<file path="src/rtl/serial_pkg.sv">
// serial_pkg: constants shared by the serial link transmitter and receiver.
//   - FSM state encodings (IDLE/START/DATA/STOP)
//   - line levels for idle, start bit and stop bit
//   - cnt_width(): counter width helper, never narrower than 1 bit
package serial_pkg;

    localparam logic [1:0] IDLE  = 2'd0;
    localparam logic [1:0] START = 2'd1;
    localparam logic [1:0] DATA  = 2'd2;
    localparam logic [1:0] STOP  = 2'd3;

    localparam logic LINE_IDLE = 1'b1;
    localparam logic START_BIT = 1'b0;
    localparam logic STOP_BIT  = 1'b1;

    // Width needed to hold 0..n-1; a 1-count still gets a 1-bit counter.
    function automatic int cnt_width(input int n);
        return (n <= 1) ? 1 : $clog2(n);
    endfunction

endpackage

</file>
<file path="src/rtl/bit_timer.sv">
// bit_timer: divides the clock into serial bit periods.
// Ports:
//   clock   in  rising-edge clock
//   reset_n in  asynchronous active-low reset
//   clear   in  hold the count at 0 (used while the line is idle)
//   tick    out high during the last cycle (count == BIT_CYCLES-1) of a bit
module bit_timer
    import serial_pkg::*;
#(
    parameter int BIT_CYCLES = 4
) (
    input  logic clock,
    input  logic reset_n,
    input  logic clear,
    output logic tick
);

    localparam int CW = cnt_width(BIT_CYCLES);
    localparam logic [CW-1:0] LAST = CW'(BIT_CYCLES - 1);

    logic [CW-1:0] cnt_q;
    logic [CW-1:0] cnt_d;

    assign tick = !clear && (cnt_q == LAST);

    // Wrapping on tick restarts the count at every bit boundary, so each
    // state change in the transmitter starts a fresh bit period.
    always_comb begin
        cnt_d = cnt_q + CW'(1);
        if (clear || tick) begin
            cnt_d = '0;
        end
    end

    always_ff @(posedge clock or negedge reset_n) begin
        if (!reset_n) begin
            cnt_q <= '0;
        end else begin
            cnt_q <= cnt_d;
        end
    end

endmodule

</file>
<file path="src/rtl/piso_serial_tx.sv">
// piso_serial_tx: framed parallel-in/serial-out transmitter.
// A word accepted over valid/ready is sent LSB first between a start bit (0)
// and a stop bit (1); every bit is held for BIT_CYCLES clocks.
// Ports:
//   clock      in   rising-edge clock
//   reset_n    in   asynchronous active-low reset
//   data       in   word to send, sampled only on the accept edge
//   valid      in   data is valid
//   ready      out  can accept a word (IDLE only)
//   serial_out out  serial line, idles high
//   busy       out  frame in progress
//   done       out  one-cycle pulse as the frame completes
//   dbg_state  out  current FSM state
// Handshake: a word transfers on a rising edge where valid && ready. ready
// does not depend on valid; valid while ready is low is simply ignored.
module piso_serial_tx
    import serial_pkg::*;
#(
    parameter int WIDTH      = 8,
    parameter int BIT_CYCLES = 4
) (
    input  logic             clock,
    input  logic             reset_n,
    input  logic [WIDTH-1:0] data,
    input  logic             valid,
    output logic             ready,
    output logic             serial_out,
    output logic             busy,
    output logic             done,
    output logic [1:0]       dbg_state
);

    localparam int BW = $clog2(WIDTH + 1);
    localparam logic [BW-1:0] LAST_BIT = BW'(WIDTH - 1);

    logic [1:0]       state_q,   state_d;
    logic [WIDTH-1:0] shift_q,   shift_d;
    logic [BW-1:0]    bit_cnt_q, bit_cnt_d;
    logic             line_q,    line_d;
    logic             done_q,    done_d;
    logic [WIDTH-1:0] shifted;
    logic             tick;

    bit_timer #(
        .BIT_CYCLES(BIT_CYCLES)
    ) u_timer (
        .clock  (clock),
        .reset_n(reset_n),
        .clear  (ready),
        .tick   (tick)
    );

    assign shifted = shift_q >> 1;

    always_comb begin
        state_d   = state_q;
        shift_d   = shift_q;
        bit_cnt_d = bit_cnt_q;
        line_d    = line_q;
        done_d    = 1'b0;
        case (state_q)
            IDLE: begin
                line_d = LINE_IDLE;
                if (valid) begin
                    // load
                    state_d   = START;
                    shift_d   = data;
                    bit_cnt_d = '0;
                    line_d    = START_BIT;
                end
            end
            START: begin
                if (tick) begin
                    state_d = DATA;
                    line_d  = shift_q[0];
                end
            end
            DATA: begin
                if (tick) begin
                    if (bit_cnt_q == LAST_BIT) begin
                        state_d   = STOP;
                        bit_cnt_d = '0;
                        line_d    = STOP_BIT;
                    end else begin
                        // shift: next bit comes out of position 0
                        shift_d   = shifted;
                        bit_cnt_d = bit_cnt_q + BW'(1);
                        line_d    = shifted[0];
                    end
                end
            end
            STOP: begin
                if (tick) begin
                    state_d = IDLE;
                    done_d  = 1'b1;
                    line_d  = LINE_IDLE;
                end
            end
            default: begin
                state_d = IDLE;
                line_d  = LINE_IDLE;
            end
        endcase
    end

    always_ff @(posedge clock or negedge reset_n) begin
        if (!reset_n) begin
            state_q   <= IDLE;
            shift_q   <= '0;
            bit_cnt_q <= '0;
            line_q    <= LINE_IDLE;
            done_q    <= 1'b0;
        end else begin
            state_q   <= state_d;
            shift_q   <= shift_d;
            bit_cnt_q <= bit_cnt_d;
            line_q    <= line_d;
            done_q    <= done_d;
        end
    end

    assign ready      = (state_q == IDLE);
    assign busy       = !ready;
    assign serial_out = line_q;
    assign done       = done_q;
    assign dbg_state  = state_q;

endmodule

</file>
<file path="config.mk">
export PLATFORM = sky130hd
export DESIGN_NAME = piso_serial_tx
export DESIGN_NICKNAME = d
export VERILOG_FILES = /design/src/rtl/serial_pkg.sv /design/src/rtl/bit_timer.sv /design/src/rtl/piso_serial_tx.sv
export SDC_FILE = /design/constraint.sdc
export NUM_CORES = 1
export LEC_CHECK = 0
export BUFFER_PORTS_ARGS = -buffer_cell sky130_fd_sc_hd__buf_2
export CELL_PAD_IN_SITES_DETAIL_PLACEMENT = 1
export CELL_PAD_IN_SITES_GLOBAL_PLACEMENT = 1
export CORE_ASPECT_RATIO = 1.5
export CORE_MARGIN = 2
export CORE_UTILIZATION = 27
export DETAILED_ROUTE_END_ITERATION = 10
export PLACE_DENSITY_LB_ADDON = 0.1
export SYNTH_ARGS = -nofsm -noshare
export SYNTH_HDL_FRONTEND = slang
export SYNTH_HIERARCHICAL = 1
export SYNTH_SLANG_ARGS = --single-unit
</file>
<file path="constraint.sdc">
create_clock -name clock -period 4.75 [get_ports clock]
set_clock_uncertainty 0.2 [all_clocks]
set_input_delay 0.2375 -clock clock [delete_from_list [all_inputs] [get_ports clock]]
set_output_delay 0.2375 -clock clock [all_outputs]
set_load 0.03 [all_outputs]
</file>
Word-level counts from Yosys, hierarchy flattened. Index checks and enable logic that the tools add are counted.

Flip-flop bits (word level): 18. Bits of input ports: 11.

Add/sub/neg operators: 2. Equal/unequal tests: 11. Muxes and demuxes: 23. Reductions and logical operators: 9.

Operators with widths (count): $mux 8 (3); $pmux 8 s2 (1); $mux 2 (6); $mux 4 (3); $pmux 2 s4 (1); $pmux 4 s2 (1); $mux 1 (7); $eq 2x2->1 const B (3); $ne 2x1->1 const B (3); $ne 2x2->1 const B (3); $reduce_and 3->1 (2); $reduce_and 5->1 (1); $add 4x1->4 const B (1); $eq 4x3->1 const B (1); $pmux 1 s4 (1); $reduce_and 4->1 (1); $add 2x1->2 const B (1); $eq 2x1->1 const B (1); $logic_not 2->1 (1); $reduce_bool 2->1 (1); $logic_and 1x1->1 (1); $logic_not 1->1 (1); $logic_or 1x1->1 (1).

Depth between registers and ports, before layout. Gate-level depths: netlist (run 1).

Word-level depth: 5. Gate-level depth with buffers: 8. Depth with buffers taken out: 7.

Cells and area by module. The synthesis (run 1) kept the hierarchy.

Modules (own cells, without submodules): piso_serial_tx (instances 1, cells an instance 83, area an instance 882.1 µm²); bit_timer (instances 1, cells an instance 6, area an instance 86.3 µm²).

Worst setup path after synthesis (run 1). OpenSTA, ideal clock, no wires.

Kind: register to register. From: register state_q[0], in the netlist dbg_state[0]. To: register bit_cnt_q[3]. Arrival time: 2.100 ns. Slack: 2.329 ns. Stages on the path, launching flop included: 9. Path buffers: 1. Cell sequence: dfrtp_1 inv_1 ha_1 nor2b_1 mux2i_1 or2_1 buf_2 o21ai_1 a22o_1.

Word-level cells in the longest chain between the ends: 5.

Ends and longest elaborated chain: start, declared (line piso_serial_tx.sv:36) `logic [1:0] state_q, state_d;`; start signal, assigned (line piso_serial_tx.sv:114) `state_q <= state_d;`; $logic_not 2->1 (line piso_serial_tx.sv:122) `assign ready = (state_q == IDLE);`; net ready (line piso_serial_tx.sv:26) `output logic ready,`; $logic_not 1->1 (line bit_timer.sv:24) `assign tick = !clear && (cnt_q == LAST);`; $logic_and 1x1->1 (line bit_timer.sv:24); net tick (line piso_serial_tx.sv:42) `logic tick;`; $ne 2x1->1 (no source line); $reduce_and 3->1 (no source line); end signal, assigned (line piso_serial_tx.sv:116) `bit_cnt_q <= bit_cnt_d;`; end, declared (line piso_serial_tx.sv:38) `logic [BW-1:0] bit_cnt_q, bit_cnt_d;`.

The timed path passes the listed nets, and every way through them passes these cells. A chain may end at the register's enable or synchronous reset.

Worst setup path in the final report (run 1).
From: register state_q[0], in the netlist dbg_state[0]. To: register bit_cnt_q[3].

Word-level cells in the longest chain between the ends: 5.

Ends and longest elaborated chain (line): $logic_not 2->1 (piso_serial_tx.sv:61, piso_serial_tx.sv:122); $logic_not 1->1 (bit_timer.sv:24); $logic_and 1x1->1 (bit_timer.sv:24); $ne 2x1->1 (no source line); $reduce_and 3->1 (no source line).

Parallel ways exist; a longest one is shown, timed or not.

==> impl_metrics.csv, run 1 <==
group,metric,value,unit
place,place.detailed.hpwl,1468,um
pwr,peakVddDrop,246.1,uV
clock_network,clk_latency,0.25,ns
yosys,postSynthCellCount,89,
place,globalplace.congestion,0.7094,
floorplan,die_x,52.90,um
flow_run,maxCapViolations,0,
finish,seqCellArea,451.7,um2
clock_network,clk_pin_slew,0.07,ns
timing,rsz0062_at_grt,"no",
drt,top_layer,"met4",
floorplan,core.rowCount,26,
yosys,synth_ff_type,"dfrtp_1",
drt,drt_first_iter_violations,11,
global_route,grt_overflow,0,
drt,drc,0,
drt,met3_length,65,um
yosys,synth_async_sr_flop_share,100.0,%
yosys,syn_nets,106,
pwr,p_leak,0.5144,nW
yosys,synth_top_area_share,43.93,%
global_route,grt_pass1_wl,3325,um
clock_network,cts_made_buffers,3,
timing,final.min_clock_period,2.506,ns
timing,fmax,399.0,MHz
timing,drv_slew,0,
yosys,synth-seq-cells,18,
clock_network,cts-resized-gates,0,
drt,wl_per_cell,13.34,um
setup_path,cp.arrival,2.45,ns
drt,wl_met1,841,um
timing,fin_setup_tns,0,ns
timing,max_slew_margin,50.15,%
setup_path,cp_max_fo,18,
min_path,min_from,"data[7]",
min_path,worstHoldPathType,"primary input to flip-flop",
drt,drtAntennaViolNets,0,
yosys,synth-edff-count,0,
clock_network,root_buffer,"clkbuf_8",
clock_network,post_cts_buffers,0,
finish,multiInputGateArea,470.5,um2
clock_network,cts_hold_buffers,1,
global_route,grt_pass1_vias,706,
drt,routed_wl,1974,um
clock_network,clk_path_buf_depth,2,
global_route,antenna_found_initial,0,
drt,vias,711,
yosys,yosys_warnings,6,
timing,fin_crit_sh,52.77,%
yosys,seq_area_frac_synth,46.64,%
floorplan,initial_core_util,28.35,%
drt,via_per_inst,4.804,
min_path,holdPathStages,3,
timing,worstMarginPinSlew,0.7478,ns
finish,area_growth,17.57,%
place,io_buffers,16,
clock_network,cts.sink_count,18,
setup_path,r2r_start,"dbg_state[0]",
setup_path,rrSetupSlack,2.24,ns
floorplan,die_area,4092,um2
finish,fillerInstances,397,
timing,setup_viol_count_final,0,
yosys,synthTopCellsByArea,"dfrtp_1, ha_1, mux2i_1, a21oi_1, nor2_1",
setup_path,crit_required,4.70,ns
pwr,design_power_total,0.8213,mW
clock_network,h-tree-depth,1,
setup_path,worst_setup_path_end_kind,"flip-flop",
drt,first_pass_iters,4,
finish,antennaDiodeCount,0,
clock_network,tritoncts,"done",
setup_path,reg2regPathDepth,6,
finish,final_net_count,124,
pwr,p_per_area,721.3,nW/um2
yosys,netlist_area,968.4,um2
setup_path,cp-start-kind,"flip-flop",
setup_path,path_class,"flip-flop to flip-flop",
floorplan,coreArea,3416,um2
global_route,grt_usage,11.04,%
drt,met2_length,1034,um
finish,drive_gt1_share,25.47,%
floorplan,io_pins,17,
floorplan,dieHeight,77.35,um
status,status,"finished clean",
yosys,ys_types,36,
timing,finalHoldViolCount,0,
global_route,grt_max_degree,19,
min_path,hold_end,"shift_q[7]",
yosys,yosys.area.top_type,"dfrtp_1",
setup_path,timing.rr.end,"bit_cnt_q[3]",
yosys,syn_avg_cell_area,10.88,um2
[power by group]
part           switching (mW)  internal (mW)
Sequential             0.0493          0.227
Combinational           0.242          0.175
Clock                  0.0537         0.0737
Total                   0.345          0.476
[layout make-up]
type,count,share of cell area [%]
Tap cell,42,4.615
Multi-Input combinational cell,62,41.32
Timing Repair Buffer,17,7.912
Clock buffer,4,4.835
Sequential cell,18,39.67
Inverter,5,1.648
[worst max-delay path: stages, from the launching register on]
cell and delay [ns]:
dfrtp_1 0.43, inv_1 0.10, ha_1 0.64, mux2i_1 0.39
or2_1 0.34, o21ai_1 0.12, a22o_1 0.18
[stage by stage]
stage                     instance area [um2]  worst slack [ns]  hold slack [ns]  instances  utilization, %
after floorplan                         968.4             2.329          -0.2581         89               -
after global placement                   1074             2.295          0.01337        143           31.43
after detailed placement                 1074             2.196         0.005978        143           31.43
after CTS                                1139             2.198          0.04688        148           33.33
after global routing                     1139             1.999          0.04523        148           33.33
final                                    1139             2.244          0.04619        148           33.33
[how the worst max path moves through the flow]
stage | from | endpoint | depth (start not counted)
after CTS | dbg_state[0] | bit_cnt_q[3] | 6
after global routing | dbg_state[0] | bit_cnt_q[3] | 6
after floorplan | dbg_state[0] | bit_cnt_q[3] | 8
after global placement | dbg_state[0] | bit_cnt_q[3] | 6
final | dbg_state[0] | bit_cnt_q[3] | 6
after detailed placement | dbg_state[0] | bit_cnt_q[3] | 6
[flip-flops by register name, summed over array words and instances (netlist names)]
name,cells
done,1
shift_q,8
bit_cnt_q,4
dbg_state,2
serial_out,1
u_timer/cnt_q,2
[synthesized netlist by cell type (2+ instances only)]
library cell	n
mux2i_1	7
nand2_1	7
o21ai_0	2
ha_1	6
nor3_1	3
nor2_1	8
dfrtp_1	17
inv_1	5
a21oi_1	6
mux2_2	2
[logic make-up (layout without fill, tap and decap cells)]
family,count (synthesis),count (layout),synth area share [%]
adder cells (fa/ha/maj),6,6,7.752
AND/OR/NAND/NOR,30,30,17.83
buffers and inverters,9,26,4.780
AO/OA/AOI/OAI,17,17,13.44
flip-flops,18,18,46.64
multiplexers,9,9,9.561
[metal layers]
| metal | vias up | global-route usage (%) |
|---|---|---|
| li1 | 344 | - |
| met1 | 350 | 13.99 |
| met2 | 13 | 17.75 |
| met3 | 4 | 1.731 |
| met4 | 0 | 5.385 |
| met5 | - | 0 |
[cells in the final DEF, fill, tap and decap left out, types with 2 or more instances in the layout]
master | Yosys | routed
clkbuf_8 | 0 | 4
a21oi_1 | 6 | 6
mux2i_1 | 7 | 7
nand2_1 | 7 | 7
nor2_1 | 8 | 8
o21ai_0 | 2 | 2
ha_1 | 6 | 6
buf_2 | 1 | 16
dfrtp_1 | 17 | 17
mux2_2 | 2 | 2
inv_1 | 5 | 5
nor3_1 | 3 | 3
Note: power is estimated with default switching activity, not from simulation.
==> run 2: changes to the inputs <==
Clock period 4.75 ns to 2.2 ns, I/O delays scaled along.
==> impl_metrics.csv, run 2 (synthesis gave the netlist of run 1 again) <==
group,metric,value,unit
place,place.detailed.hpwl,1485,um
place,globalplace.congestion,0.7423,
timing,final.min_clock_period,2.081,ns
setup_path,cp-start-kind,"flip-flop",
setup_path,cp.arrival,2.03,ns
floorplan,dieHeight,77.35,um
timing,finalHoldViolCount,0,
flow_run,maxCapViolations,0,
clock_network,h-tree-depth,1,
place,io_buffers,16,
timing,fin_setup_tns,0,ns
finish,layout_common_cells,"dfrtp_1, buf_2, dlygate4sd3_1, nor2_1",
timing,worstMarginPinSlew,0.4427,ns
timing,max_slew_margin,70.49,%
drt,vias,754,
global_route,grt_pass1_wl,3525,um
floorplan,coreArea,3416,um2
pwr,p_leak,0.5726,nW
pwr,peakVddDrop,683.4,uV
timing,fin_crit_sh,94.57,%
clock_network,tritoncts,"done",
place,placed_area,1130,um2
timing,setup_ws,0.1194,ns
timing,drv_slew,0,
clock_network,clk_latency,0.26,ns
drt,routed_wl,2023,um
timing,fmax,480.6,MHz
clock_network,clk_pin_slew,0.07,ns
global_route,grt_overflow,0,
floorplan,initial_core_util,28.35,%
status,status,"finished clean",
drt,drc,0,
setup_path,worst_setup_path_end_kind,"flip-flop",
global_route,grt_max_degree,19,
global_route,grt_usage,11.58,%
setup_path,crit_required,2.15,ns
drt,first_pass_iters,2,
drt,via_per_inst,4.713,
finish,final_net_count,136,
clock_network,clk_path_buf_depth,2,
pwr,p_per_area,1516,nW/um2
global_route,antenna_found_initial,0,
clock_network,cts.sink_count,18,
clock_network,root_buffer,"clkbuf_8",
place,pre_cts_ws,0.03012,ns
floorplan,die_area,4092,um2
timing,setup_viol_count_final,0,
global_route,grt_pass1_vias,779,
drt,wl_per_cell,12.64,um
finish,drive_gt1_share,28.81,%
setup_path,cp_max_fo,6,
drt,drtAntennaViolNets,0,
setup_path,path_class,"flip-flop to flip-flop",
finish,antennaDiodeCount,0,
timing,rsz0062_at_grt,"no",
finish,area_growth,31.91,%
finish,final_cell_area,1277,um2
finish,largest_reg_flops,8,
pwr,design_power_total,1.936,mW
drt,drt_first_iter_violations,8,
finish,top_register,"shift_q",
finish,top_regs,"shift_q (8), bit_cnt_q (4)",
finish,final_util,37.40,%
min_path,worstHoldPathType,"primary input to flip-flop",
clock_network,cts_made_buffers,3,
floorplan,core.rowCount,26,
floorplan,io_pins,17,
floorplan,die_x,52.90,um
run 2: cell types whose count changed in the layout (fill, tap and decap cells not counted), sizes merged:
cell,previous run,this run
buf,16,20
dlygate4sd3,1,9
run 2: repair_timing:
item / 4_1_cts / 5_1_grt
buffers inserted: 0 / 0
endpoints found under the hold margin: 26 / 0
gates resized for setup: 0 / 1
endpoints found under the setup margin: 0 / 3
hold buffers: 9 / 0
run 2: path summary, 6_finish.rpt:
check,slack [ns],depth (start not counted),endpoint,from
setup / recovery,0.12,6,dbg_state[1],dbg_state[0]
hold / removal,0.07,3,serial_out,valid
setup reg to reg,0.12,6,dbg_state[1],dbg_state[0]
hold reg to reg,0.25,1,u_timer/cnt_q[0],u_timer/cnt_q[0]
max in group asynchronous,1.33,2,serial_out,reset_n
min in group asynchronous,0.13,2,bit_cnt_q[3],reset_n
run 2: critical path, stage by stage, from the launching register on:
cell     delay (ns)
dfrtp_2        0.40
inv_1          0.09
ha_1           0.29
nor3_1         0.21
nor2_1         0.08
nor3b_1        0.32
mux2_2         0.37
run 2: layer usage:
layer / vias to the layer above / share of wire (%) / track usage (%)
met4: 0 / 2.0 / 5.385
met1: 366 / 43 / 14.48
met2: 13 / 52 / 18.63
met3: 5 / 2.9 / 2.308
li1: 370 / - / -
met5: - / 0 / 0
run 2: report_power, final:
part | internal (mW) | total [mW] | switching (mW)
Clock | 0.159 | 0.279 | 0.120
Sequential | 0.493 | 0.595 | 0.102
Combinational | 0.501 | 1.06 | 0.561
Total | 1.15 | 1.94 | 0.783
run 2: stage by stage:
| step | hold slack [ns] | cells |
|---|---|---|
| floorplan | -0.3856 | 89 |
| global route | 0.08414 | 160 |
| detailed placement | -0.1119 | 147 |
| CTS | 0.07411 | 160 |
| global placement | -0.1163 | 147 |
| finish | 0.07317 | 160 |
run 2: cell type report:
cell class | count | area [um2]
clock buffer | 4 | 55.05
fill | 392 | 2138
inverter | 5 | 18.77
multi-input combinational | 62 | 485.5
sequential | 18 | 452.9
tap | 42 | 52.55
timing repair buffer | 29 | 212.7
==> run 3: changes to the inputs <==
Settings changed: ABC_CLOCK_PERIOD_IN_PS set to 2200, CELL_PAD_IN_SITES_DETAIL_PLACEMENT 1 to unset, CELL_PAD_IN_SITES_GLOBAL_PLACEMENT 1 to unset, GPL_TIMING_DRIVEN set to 0, PLACE_DENSITY_LB_ADDON 0.1 to unset.
==> impl_metrics.csv, run 3 (synthesis gave the netlist of run 1 again) <==
group,metric,value,unit
drt,drtAntennaViolNets,0,
clock_network,root_buffer,"clkbuf_8",
setup_path,worst_setup_path_end_kind,"flip-flop",
timing,max_slew_margin,64.62,%
finish,final_common_cell,"buf_2",
timing,setup_viol_count_final,0,
global_route,grt_overflow,0,
setup_path,path_class,"flip-flop to flip-flop",
finish,layoutNonFillerInstCount,160,
floorplan,die_area,4092,um2
flow_run,maxCapViolations,0,
global_route,grt_max_degree,19,
min_path,worstHoldPathType,"primary input to flip-flop",
timing,rsz0062_at_grt,"no",
global_route,grt_pass1_vias,743,
setup_path,crit_path_top_delay_cell,"dfrtp_2",
place,io_buffers,16,
pwr,peakVddDrop,779.6,uV
finish,antennaDiodeCount,0,
setup_path,cp-start-kind,"flip-flop",
timing,fin_setup_tns,0,ns
timing,fmax,491.6,MHz
drt,drc,0,
global_route,grt_usage,9.938,%
setup_path,cpPeakStageDelay,0.43,ns
drt,via_per_inst,4.569,
place,globalplace.congestion,0.6791,
timing,worstMarginPinSlew,0.5307,ns
drt,wl_per_cell,10.91,um
pwr,p_per_area,1466,nW/um2
global_route,antenna_found_initial,0,
drt,routed_wl,1746,um
timing,final.min_clock_period,2.034,ns
clock_network,cts_made_buffers,3,
place,dp.cells,147,
clock_network,tritoncts,"done",
setup_path,crit_required,2.14,ns
finish,layout_common_cells,"buf_2, dfrtp_1, dlygate4sd3_1, nor2_1, nand2_1",
timing,finalHoldViolCount,0,
clock_network,cts.sink_count,18,
timing,fin_crit_sh,92.45,%
finish,drive_gt1_share,28.81,%
floorplan,coreArea,3416,um2
finish,area_growth,31.01,%
finish,top_register,"shift_q",
setup_path,rrSetupSlack,0.17,ns
setup_path,critPathBufInv,3,
finish,largest_reg_flops,8,
finish,top_regs,"shift_q (8), bit_cnt_q (4)",
setup_path,cp.arrival,1.98,ns
setup_path,critPathTopFamily,"buffers and inverters",
clock_network,clk_pin_slew,0.07,ns
finish,final_net_count,136,
floorplan,die_x,52.90,um
global_route,met2_usage,18.75,%
clock_network,h-tree-depth,1,
timing,timing.hold.ws,0.07686,ns
setup_path,cp_max_fo,9,
drt,first_pass_iters,4,
status,status,"finished clean",
global_route,grt_pass1_wl,3125,um
drt,drt_first_iter_violations,22,
drt,vias,731,
timing,drv_slew,0,
global_route,grt_busiest_layer,"met2",
clock_network,clk_path_buf_depth,2,
pwr,design_power_total,1.860,mW
setup_path,worstPathCellList,"inv_1, ha_1, buf_6, mux2i_2, or2_1, buf_2, o21ai_1, a22o_1",
floorplan,core.rowCount,26,
global_route,use_met1,10.25,%
floorplan,dieHeight,77.35,um
clock_network,clk_latency,0.25,ns
floorplan,io_pins,17,
place,place.detailed.hpwl,1333,um
pwr,p_leak,0.5644,nW
floorplan,initial_core_util,28.35,%
global_route,use_met3,1.731,%
run 3: cell count changes in the layout (fill, tap and decap cells not counted), sizes merged:
cell    change
buf         -1
clkbuf      +1
run 3: worst register-to-register path, delay by kind of cell, from the launching register on:
family	cells	cell delay, ns
buffers and inverters	3	0.44
DFF	1	0.43
muxes	1	0.29
AOI/OAI and AO/OA	2	0.26
adders and majority gates	1	0.18
and+or+nand+nor	1	0.13
run 3: path summary, 6_finish.rpt:
path	from	to	cells past startpoint
hold / removal	valid	serial_out	3
max in group asynchronous	reset_n	serial_out	2
setup / recovery	dbg_state[0]	bit_cnt_q[3]	8
min in group asynchronous	reset_n	shift_q[7]	2
hold reg to reg	u_timer/cnt_q[0]	u_timer/cnt_q[0]	1
setup reg to reg	dbg_state[0]	bit_cnt_q[3]	8
run 3: timing repair:
| action | in CTS | in global routing |
|---|---|---|
| hold buffers | 9 | 0 |
| hold endpoints to repair | 26 | 0 |
| setup endpoints to repair | 0 | 6 |
| buffers inserted | 0 | 0 |
| resized for setup | 0 | 2 |
run 3: through the flow:
| step | utilization, % | instance area (um2) | worst slack [ns] |
|---|---|---|---|
| 5_1_grt | 37.14 | 1269 | 0.02640 |
| 3_3_place_gp | 32.64 | 1115 | 0.1049 |
| 6_report | 37.14 | 1269 | 0.1660 |
| 2_1_floorplan | - | 982.2 | 0.06599 |
| 4_1_cts | 36.89 | 1260 | 0.08378 |
| 3_5_place_dp | 32.64 | 1115 | 0.09375 |
run 3: area by class of cell:
type,count,area [um2]
fillers,340,2147
multi-input cells,62,491.7
flip-flops and latches,18,452.9
repair buffers,25,170.2
clock buffers,4,55.05
well taps,42,52.55
plain buffers,4,27.53
inverters,5,18.77
run 3: power by group:
part           internal (mW)  switching, mW
clock network          0.159          0.107
logic                  0.453          0.545
registers              0.493          0.104
run 3: layer usage:
metal / wire (um) / part of all wire [%]
met1: 716 / 41
met3: 51 / 2.9
met4: 22 / 1.3
met5: 0 / 0
met2: 955 / 55
